[config.mk]
export PLATFORM = sky130hd
export DESIGN_NAME = pipo_load_arbiter
export DESIGN_NICKNAME = d
export VERILOG_FILES = /design/src/rtl/pipo_load_arbiter_pkg.sv /design/src/rtl/pipo_load_arbiter_rr_arbiter.sv /design/src/rtl/pipo_load_arbiter.sv
export SDC_FILE = /design/constraint.sdc
export NUM_CORES = 1
export LEC_CHECK = 0
export BUFFER_PORTS_ARGS = -buffer_cell sky130_fd_sc_hd__buf_4
export CAP_MARGIN = 20
export CORE_AREA = 2 2 44 57
export CTS_CLUSTER_SIZE = 20
export DETAILED_ROUTE_END_ITERATION = 16
export DIE_AREA = 0 0 46 59
export PLACE_DENSITY = 0.73
export SYNTH_ARGS = -nofsm -noshare
export SYNTH_HDL_FRONTEND = slang
export SYNTH_SLANG_ARGS = --single-unit
[constraint.sdc]
create_clock -name clk -period 3.2 [get_ports clk]
set_input_delay 0.16 -clock clk [delete_from_list [all_inputs] [get_ports clk]]
set_output_delay 0.16 -clock clk [all_outputs]
set_load 0.02 [all_outputs]
[src/rtl/pipo_load_arbiter_pkg.sv]
// Shared types and width helpers for the round-robin PIPO load arbiter.
// Imported by the arbiter core and by the top-level sequencer.
package pipo_load_arbiter_pkg;

  typedef enum logic [0:0] {
    ST_IDLE = 1'b0,
    ST_HOLD = 1'b1
  } arb_state_t;

  // Source-index width; a single requester index still needs one bit.
  function automatic int srcw_f(input int nreq);
    return (nreq > 2) ? $clog2(nreq) : 1;
  endfunction

  // Hold counter must be able to represent the value HOLD itself.
  function automatic int cntw_f(input int hold);
    return (hold > 0) ? $clog2(hold + 1) : 1;
  endfunction

endpackage

[src/rtl/pipo_load_arbiter_rr_arbiter.sv]
// Combinational round-robin arbiter: first set request at or after ptr,
// wrapping from NREQ-1 back to 0.
module rr_arbiter
  import pipo_load_arbiter_pkg::*;
#(
  parameter int NREQ = 4,
  parameter int SRCW = srcw_f(NREQ)
) (
  input  logic [NREQ-1:0] req,
  input  logic [SRCW-1:0] ptr,
  output logic [NREQ-1:0] gnt,
  output logic [SRCW-1:0] gnt_idx,
  output logic            any
);

  int w_idx;

  always_comb begin
    gnt     = '0;
    gnt_idx = '0;
    any     = 1'b0;
    w_idx   = 0;
    for (int k = 0; k < NREQ; k++) begin
      w_idx = int'(ptr) + k;
      if (w_idx >= NREQ) w_idx = w_idx - NREQ;
      if (!any && req[w_idx]) begin
        any          = 1'b1;
        gnt[w_idx]   = 1'b1;
        gnt_idx      = w_idx[SRCW-1:0];
      end
    end
  end

endmodule

[src/rtl/pipo_load_arbiter.sv]
// Shares one parallel-load holding register among NREQ requesters; each
// loaded word stays valid for at least HOLD cycles and until out_ack.
module pipo_load_arbiter
  import pipo_load_arbiter_pkg::*;
#(
  parameter int WIDTH = 3,
  parameter int NREQ  = 4,
  parameter int HOLD  = 2
) (
  input  logic                      clk,
  input  logic                      rst,
  input  logic [NREQ-1:0]           req_valid,
  input  logic [NREQ*WIDTH-1:0]     req_data,
  output logic [NREQ-1:0]           req_ready,
  output logic [WIDTH-1:0]          out_data,
  output logic                      out_valid,
  output logic [srcw_f(NREQ)-1:0]   out_src,
  input  logic                      out_ack
);

  localparam int SRCW = srcw_f(NREQ);
  localparam int CNTW = cntw_f(HOLD);
  localparam logic [CNTW-1:0] HOLD_C   = CNTW'(HOLD);
  localparam logic [CNTW-1:0] CNT_ONE  = CNTW'(1);
  localparam logic [SRCW-1:0] LAST_IDX = SRCW'(NREQ - 1);

  if (NREQ < 2) begin : g_nreq_chk
    $error("pipo_load_arbiter: NREQ must be at least 2");
  end
  if (HOLD < 1) begin : g_hold_chk
    $error("pipo_load_arbiter: HOLD must be at least 1");
  end

  arb_state_t         r_state, w_state_nxt;
  logic [SRCW-1:0]    r_ptr, w_ptr_nxt;
  logic [CNTW-1:0]    r_hold_cnt, w_cnt_nxt;
  logic               r_valid, w_valid_nxt;
  logic [WIDTH-1:0]   r_data;
  logic [SRCW-1:0]    r_src;

  logic [NREQ-1:0]    w_gnt;
  logic [SRCW-1:0]    w_gnt_idx;
  logic               w_any;
  logic               w_load;
  logic               w_hold_done;
  logic [NREQ-1:0]    w_ready;
  logic [WIDTH-1:0]   w_word;
  logic [SRCW-1:0]    w_ptr_inc;

  rr_arbiter #(
    .NREQ (NREQ),
    .SRCW (SRCW)
  ) u_rr_arbiter (
    .req     (req_valid),
    .ptr     (r_ptr),
    .gnt     (w_gnt),
    .gnt_idx (w_gnt_idx),
    .any     (w_any)
  );

  assign w_word      = req_data[w_gnt_idx*WIDTH +: WIDTH];
  assign w_ptr_inc   = (w_gnt_idx == LAST_IDX) ? '0 : w_gnt_idx + 1'b1;
  assign w_hold_done = (r_hold_cnt >= HOLD_C);

  always_comb begin
    w_state_nxt = r_state;
    w_ptr_nxt   = r_ptr;
    w_cnt_nxt   = r_hold_cnt;
    w_valid_nxt = r_valid;
    w_load      = 1'b0;
    w_ready     = '0;
    case (r_state)
      ST_IDLE: begin
        w_ready = w_gnt;
        if (w_any) begin
          w_load      = 1'b1;
          w_state_nxt = ST_HOLD;
          w_valid_nxt = 1'b1;
          w_cnt_nxt   = CNT_ONE;
          w_ptr_nxt   = w_ptr_inc;
        end
      end
      ST_HOLD: begin
        // Acks arriving before the minimum hold has elapsed are dropped.
        if (!w_hold_done) begin
          w_cnt_nxt = r_hold_cnt + 1'b1;
        end else if (out_ack) begin
          w_state_nxt = ST_IDLE;
          w_valid_nxt = 1'b0;
        end
      end
      default: begin
        w_state_nxt = ST_IDLE;
        w_valid_nxt = 1'b0;
      end
    endcase
  end

  // Ready is masked during reset so no producer believes it was served.
  assign req_ready = rst ? '0 : w_ready;

  always_ff @(posedge clk) begin
    if (rst) begin
      r_state    <= ST_IDLE;
      r_ptr      <= '0;
      r_hold_cnt <= '0;
      r_valid    <= 1'b0;
    end else begin
      r_state    <= w_state_nxt;
      r_ptr      <= w_ptr_nxt;
      r_hold_cnt <= w_cnt_nxt;
      r_valid    <= w_valid_nxt;
    end
  end

  // The held word is cleared by reset so an aborted transfer leaves no residue.
  always_ff @(posedge clk) begin
    if (rst) begin
      r_data <= '0;
      r_src  <= '0;
    end else if (w_load) begin
      r_data <= w_word;
      r_src  <= w_gnt_idx;
    end
  end

  assign out_data  = r_data;
  assign out_src   = r_src;
  assign out_valid = r_valid;

endmodule

=== Yosys cells after proc, flatten, opt, wreduce, memory -nomap -nowiden ===
Index checks and enable logic that the tools add are counted.

* Bits in registers: 11
* Output and inout bits: 10
* Input bits: 19
* Word-level logic and storage cells: 103

* Shift-type cells: 1
* Multiply operators: 1
* Bitwise logic cells: 4
* Reductions and logical operators: 13
* Add/sub/neg operators: 9
* Magnitude comparators: 13
* Equal/unequal tests: 5
* Muxes and demuxes: 51

{| class="wikitable"
|+ Operator list
! operator !! count
|-
| $ge 32x1->1 const B || 4
|-
| $lt 32x4->1 const B || 4
|-
| $mux 32 || 4
|-
| $ge 32x4->1 const B || 3
|-
| $sub 32x4->32 const B || 3
|-
| $mux 4 || 6
|-
| $mux 1 || 23
|-
| $mux 2 || 7
|-
| $or 4x4->4 || 3
|-
| $shiftx 12x5->3 || 1
|-
| $bmux 1 s2 || 4
|-
| $demux 1 s2 || 4
|-
| $logic_and 1x1->1 || 7
|-
| $add 2x2->3 const B || 2
|-
| $add 2x1->2 const B || 2
|-
| $mul 2x2->4 const B || 1
|-
| $ne 2x1->1 const B || 2
|-
| $ne 2x2->1 const B || 2
|-
| $pmux 1 s2 || 2
|-
| $pmux 2 s2 || 1
|-
| $reduce_and 2->1 || 2
|-
| $sub 2x3->4 const B || 1
|-
| $add 2x1->3 const B || 1
|-
| $ge 2x3->1 const B || 1
|-
| other kinds (5) || 7
|}

=== Longest topological paths before layout ===
* Depth after elaboration: 17
* Gate-level depth with buffers: 10

=== By module ===
A second synthesis with hierarchy kept.

* Cell total of the unflattened synthesis: 109
* Area total of the unflattened synthesis: 1016.0 um2

{| class="wikitable"
|+ Modules (own cells, without submodules)
! module !! times used !! cells an instance !! area an instance (um2) !! sequential area each (um2)
|-
| pipo_load_arbiter || 1 || 61 || 555.5 || 220.2
|-
| rr_arbiter || 1 || 48 || 460.4 || 0.0
|}

=== Worst setup path before layout ===
Ideal clock, no wire load.

* Kind: reg-to-output
* Start: reg r_ptr[0]
* End: out req_ready[0]
* Path buffers: 2
* Slack: 0.561 ns
* Required time: 3.040 ns
* Arrival time: 2.479 ns
* Cell stages (with the launch flop): 11
* Cell sequence: dfxtp_1 > buf_6 > inv_1 > ha_1 > buf_6 > mux4_2 > nor2b_4 > a22oi_1 > nor2_1 > a221oi_1 > nor3_1

* Cells in the longest elaborated chain, start to end: 17

{| class="wikitable"
|+ Ends and longest elaborated chain
! item !! line !! source
|-
| from (decl) || pipo_load_arbiter.sv:35 || <nowiki>logic [SRCW-1:0] r_ptr, w_ptr_nxt;</nowiki>
|-
| from (signal assigned) || pipo_load_arbiter.sv:110 || <nowiki>r_ptr <= w_ptr_nxt;</nowiki>
|-
| branches (longest 14 deep; another with $sub 32x4->32) || -- ||
|-
| $mux 4 * || pipo_load_arbiter_rr_arbiter.sv:26 || <nowiki>if (!any && req[w_idx]) begin</nowiki>
|-
| $mux 4 * || pipo_load_arbiter.sv:72 || <nowiki>case (r_state)</nowiki>
|-
| $mux 4 * || pipo_load_arbiter.sv:100 || <nowiki>assign req_ready = rst ? '0 : w_ready;</nowiki>
|-
| to (decl) || pipo_load_arbiter.sv:14 || <nowiki>output logic [NREQ-1:0] req_ready,</nowiki>
|}

Every way passes the cells marked *. The select of a mux whose other input is x is not followed.

=== Worst setup path after layout ===
* Start: reg r_ptr[1]
* End: out req_ready[0]

The elaborated chain is that of the path after synthesis.

==> summary.md <==
| Metric | Value |
|---|---|
| Via/cell ratio | 6.23 |
| CP Launch Point | r_ptr[1] |
| RR Startpoint | r_ptr[1] |
| Gate Count Post-Synth | 122 |
| Async SR Flop Fraction | 0 |
| Peak supply drop | 0.420 mV |
| Post-Syn Nets | 146 |
| Logic pwr share | 0.679 |
| Crit path launch type | flip-flop |
| Cts repair resizes | 0 |
| Endpoints failing setup | 0 |
| Layout cells sized above 1 | 0.279 |
| Max Cap Viol | 0 |
| Min-Delay Path Class | primary input to flip-flop |
| Hold Path Depth | 2 |
| Crit path DAT | 2.87 ns |
| Area added between synthesis and finish | 21.0% |
| Synth area leader | dfxtp_1 |
| Setup crit end kind | output pin |
| # rows | 19 |
| CORE AREA | 2140 um^2 |
| Via Count | 1046 |
| Initial antenna violation count | 0 |
| Max incr delay on CP | 0.64 ns |
| Initial Util | 0.477 |
| Post-route ant nets | 0 |
| Pleak | 0.522 nW |
| Register area share after synthesis | 0.216 |
| Clock sinks | 11 |
| Worst Hold Path EP | r_ptr[0] |
| Antenna cells | 0 |
| Total track usage | 0.214 |
| Switching pwr | 0.444 mW |
| Critical path type | flip-flop to output pin |
| Clock-pin slew on the worst setup and hold paths | 0.07 ns |
| Hold_sp | rst |
| Fin Setup TNS | 0 ns |
| Endpoints failing hold | 0 |
| Area of the mapped netlist | 1020 um^2 |
| Hold_buf cts | 0 |
| Prevailing post-synth register cell | dfxtp_1 |
| WL final | 2580 um |
| Most numerous cell in the Yosys netlist | nor2_1 |
| R2r endpoint | out_data[1] |
| H-tree Lvls | 1 |
| Flop pwr share | 0.217 |
| R2R Setup Slk | 0.58 ns |
| Post-layout nets | 172 |
| RSZ-0062 raised after global routing | no |
| Period minus WS final | 3.03 ns |
| Initial drt markers | 25 |
| Largest net degree at the start of global routing | 18 |
| Family with the most delay on the worst path | multiplexers |
| Synth top area cells | dfxtp_1 22%, ha_1 6.1%, nor2_1 4.8% |
| Cell Pwr Density | 761 nW/um^2 |
| Final worst-path cycle share | 0.948 |
| Crit Path Max Fanout | 9 |
| Fmax | 330 MHz |
| Final-layout fill cell count | 206 |
| Clock Skews | 0.00497 ns |
| Relative slew slack | 0.629 |
| TritonRoute pass-1 iters | 4 |
| Number of synthesized flops with an enable pin | 0 |
| #FFs+latches synth | 11 |
| Number of remaining DRC errors | 0 |
| Setup WS pre-CTS | 0.559 ns |
| YS warnings | 0 |
| Die ar. | 2710 um^2 |
| Clock Root Buffer | clkbuf_4 |
| Most instantiated cells after synthesis | 13 x nor2_1, 11 x dfxtp_1, 9 x nand2_1, 7 x nor3_1, 6 x a21oi_1 |
| Clock latency on the worst-skew pair | 0.27 ns |
| FF-to-FF path depth | 8 |
| Per-cell routed wire length | 15.4 um |
| Height of the die | 59 um |
| Worst Path Required | 3.04 ns |
| Clock Tree Buf Depth | 2 |
| Measured slew at the worst slew-check pin | 0.556 ns |
| CP Cell Sequence | inv_1, ha_1, mux4_2, a22oi_1, nor2_1, a221oi_1, nor3_1, buf_4 |
| Switching Fraction | 0.473 |
| Vias in the first global route | 1007 |
| Setup Buffers After CTS | 0 |
| Status | finished, final reports clean |
| Max-slew violations | 0 |
| GR Overflow Total | 0 |
| Clock power frac | 0.104 |
| Die width | 46 um |
| Port Buffers | 28 |
| Util after Layout | 0.577 |
| CTS tree | done |
| Bufs and invs on worst path | 2 |
| Number of library cell types mapped by synthesis | 42 |
| Final estimated routing congestion in global placement | 0.799 |
| Int Power | 0.495 mW |
| Syn_area_per_cell | 8.36 um^2 |
| I/O Pins | 29 |
| Slowest cell on the critical path | mux4_2 |
| Post-DP HPWL | 2020 um |
| First-pass GRT wire length | 4370 um |
| Setup slack after layout | 0.167 ns |
| Cts bufs inserted | 3 |
| Total Power | 0.938 mW |
| Top cell type's share of synthesized area | 0.216 |
==> power by group through the flow <==
stage | Clock, mW | Sequential [mW] | Combinational [mW]
floorplan | 0 | 0.231 | 0.482
global placement | 0 | 0.204 | 0.606
detailed placement | 0 | 0.207 | 0.633
CTS | 0.0993 | 0.204 | 0.637
global route | 0.107 | 0.209 | 0.697
finish | 0.0974 | 0.204 | 0.637
==> layout make-up <==
cell class	instances	area, um^2	share of cell area
multi-input cells	100	732	0.593
repair buffers	29	218	0.176
clock buffers	4	26.3	0.0213
flip-flops and latches	11	220	0.178
inverters	3	11.3	0.00913
well taps	21	26.3	0.0213
==> state kept, by name, indices dropped and copies added, names as in the netlist <==
register    cells
out_data        3
out_src         2
r_hold_cnt      2
r_ptr           2
out_valid       1
r_state         1
==> stage by stage <==
stage	std cells	hold slack, ns	cell area (um^2)
floorplan	122	0.225	1020
global placement	164	0.439	1210
detailed placement	164	0.449	1210
CTS	168	0.154	1230
global route	168	0.163	1230
finish	168	0.161	1230
==> worst max path at each step <==
stage                   endpoint  cells past startpoint
floorplan           req_ready[0]                     10
global placement     out_data[0]                      8
detailed placement  req_ready[1]                      8
CTS                 req_ready[0]                      9
global route        req_ready[0]                      9
finish              req_ready[0]                      8
==> logic make-up (layout without fill, tap and decap cells) <==
logic type | count (synthesis) | count (layout) | share of synthesized area
XOR/XNOR | 1 | 1 | 0.0160
flip-flops | 11 | 11 | 0.216
multiplexers | 7 | 7 | 0.109
AND/OR/NAND/NOR | 49 | 49 | 0.256
buffers and inverters | 11 | 36 | 0.0663
adder cells (fa/ha/maj) | 5 | 5 | 0.0613
AO/OA/AOI/OAI | 38 | 38 | 0.275
==> placed cells by master (no fill, tap or decap), drive strengths merged <==
cell type,Yosys,routed
buf,5,29
o311ai,4,4
o21ai,7,7
mux4,3,3
a22oi,5,5
nand3b,3,3
a221oi,4,4
nor3,7,7
a211oi,2,2
nand2,9,9
o211ai,3,3
o22ai,1,1
dfxtp,11,11
nand3,2,2
ha,5,5
xnor2,1,1
mux2i,4,4
and3,3,3
nand4,1,1
clkbuf,3,4
a21oi,7,7
inv,3,3
nor2b,1,1
a21boi,3,3
nand2b,4,4
nor2,14,14
or2b,1,1
nor3b,1,1
o221ai,1,1
and3b,1,1
nor4,1,1
and2,1,1
a21o,1,1
==> metal layers <==
| layer | vias up | global-route usage | wire [um] |
|---|---|---|---|
| met5 | - | 0 | 0 |
| met4 | 0 | 0.0612 | 27 |
| met3 | 4 | 0.0396 | 97 |
| met2 | 29 | 0.399 | 1450 |
| met1 | 497 | 0.235 | 1010 |
| li1 | 516 | - | - |
Note: power is estimated with default switching activity, not from simulation.
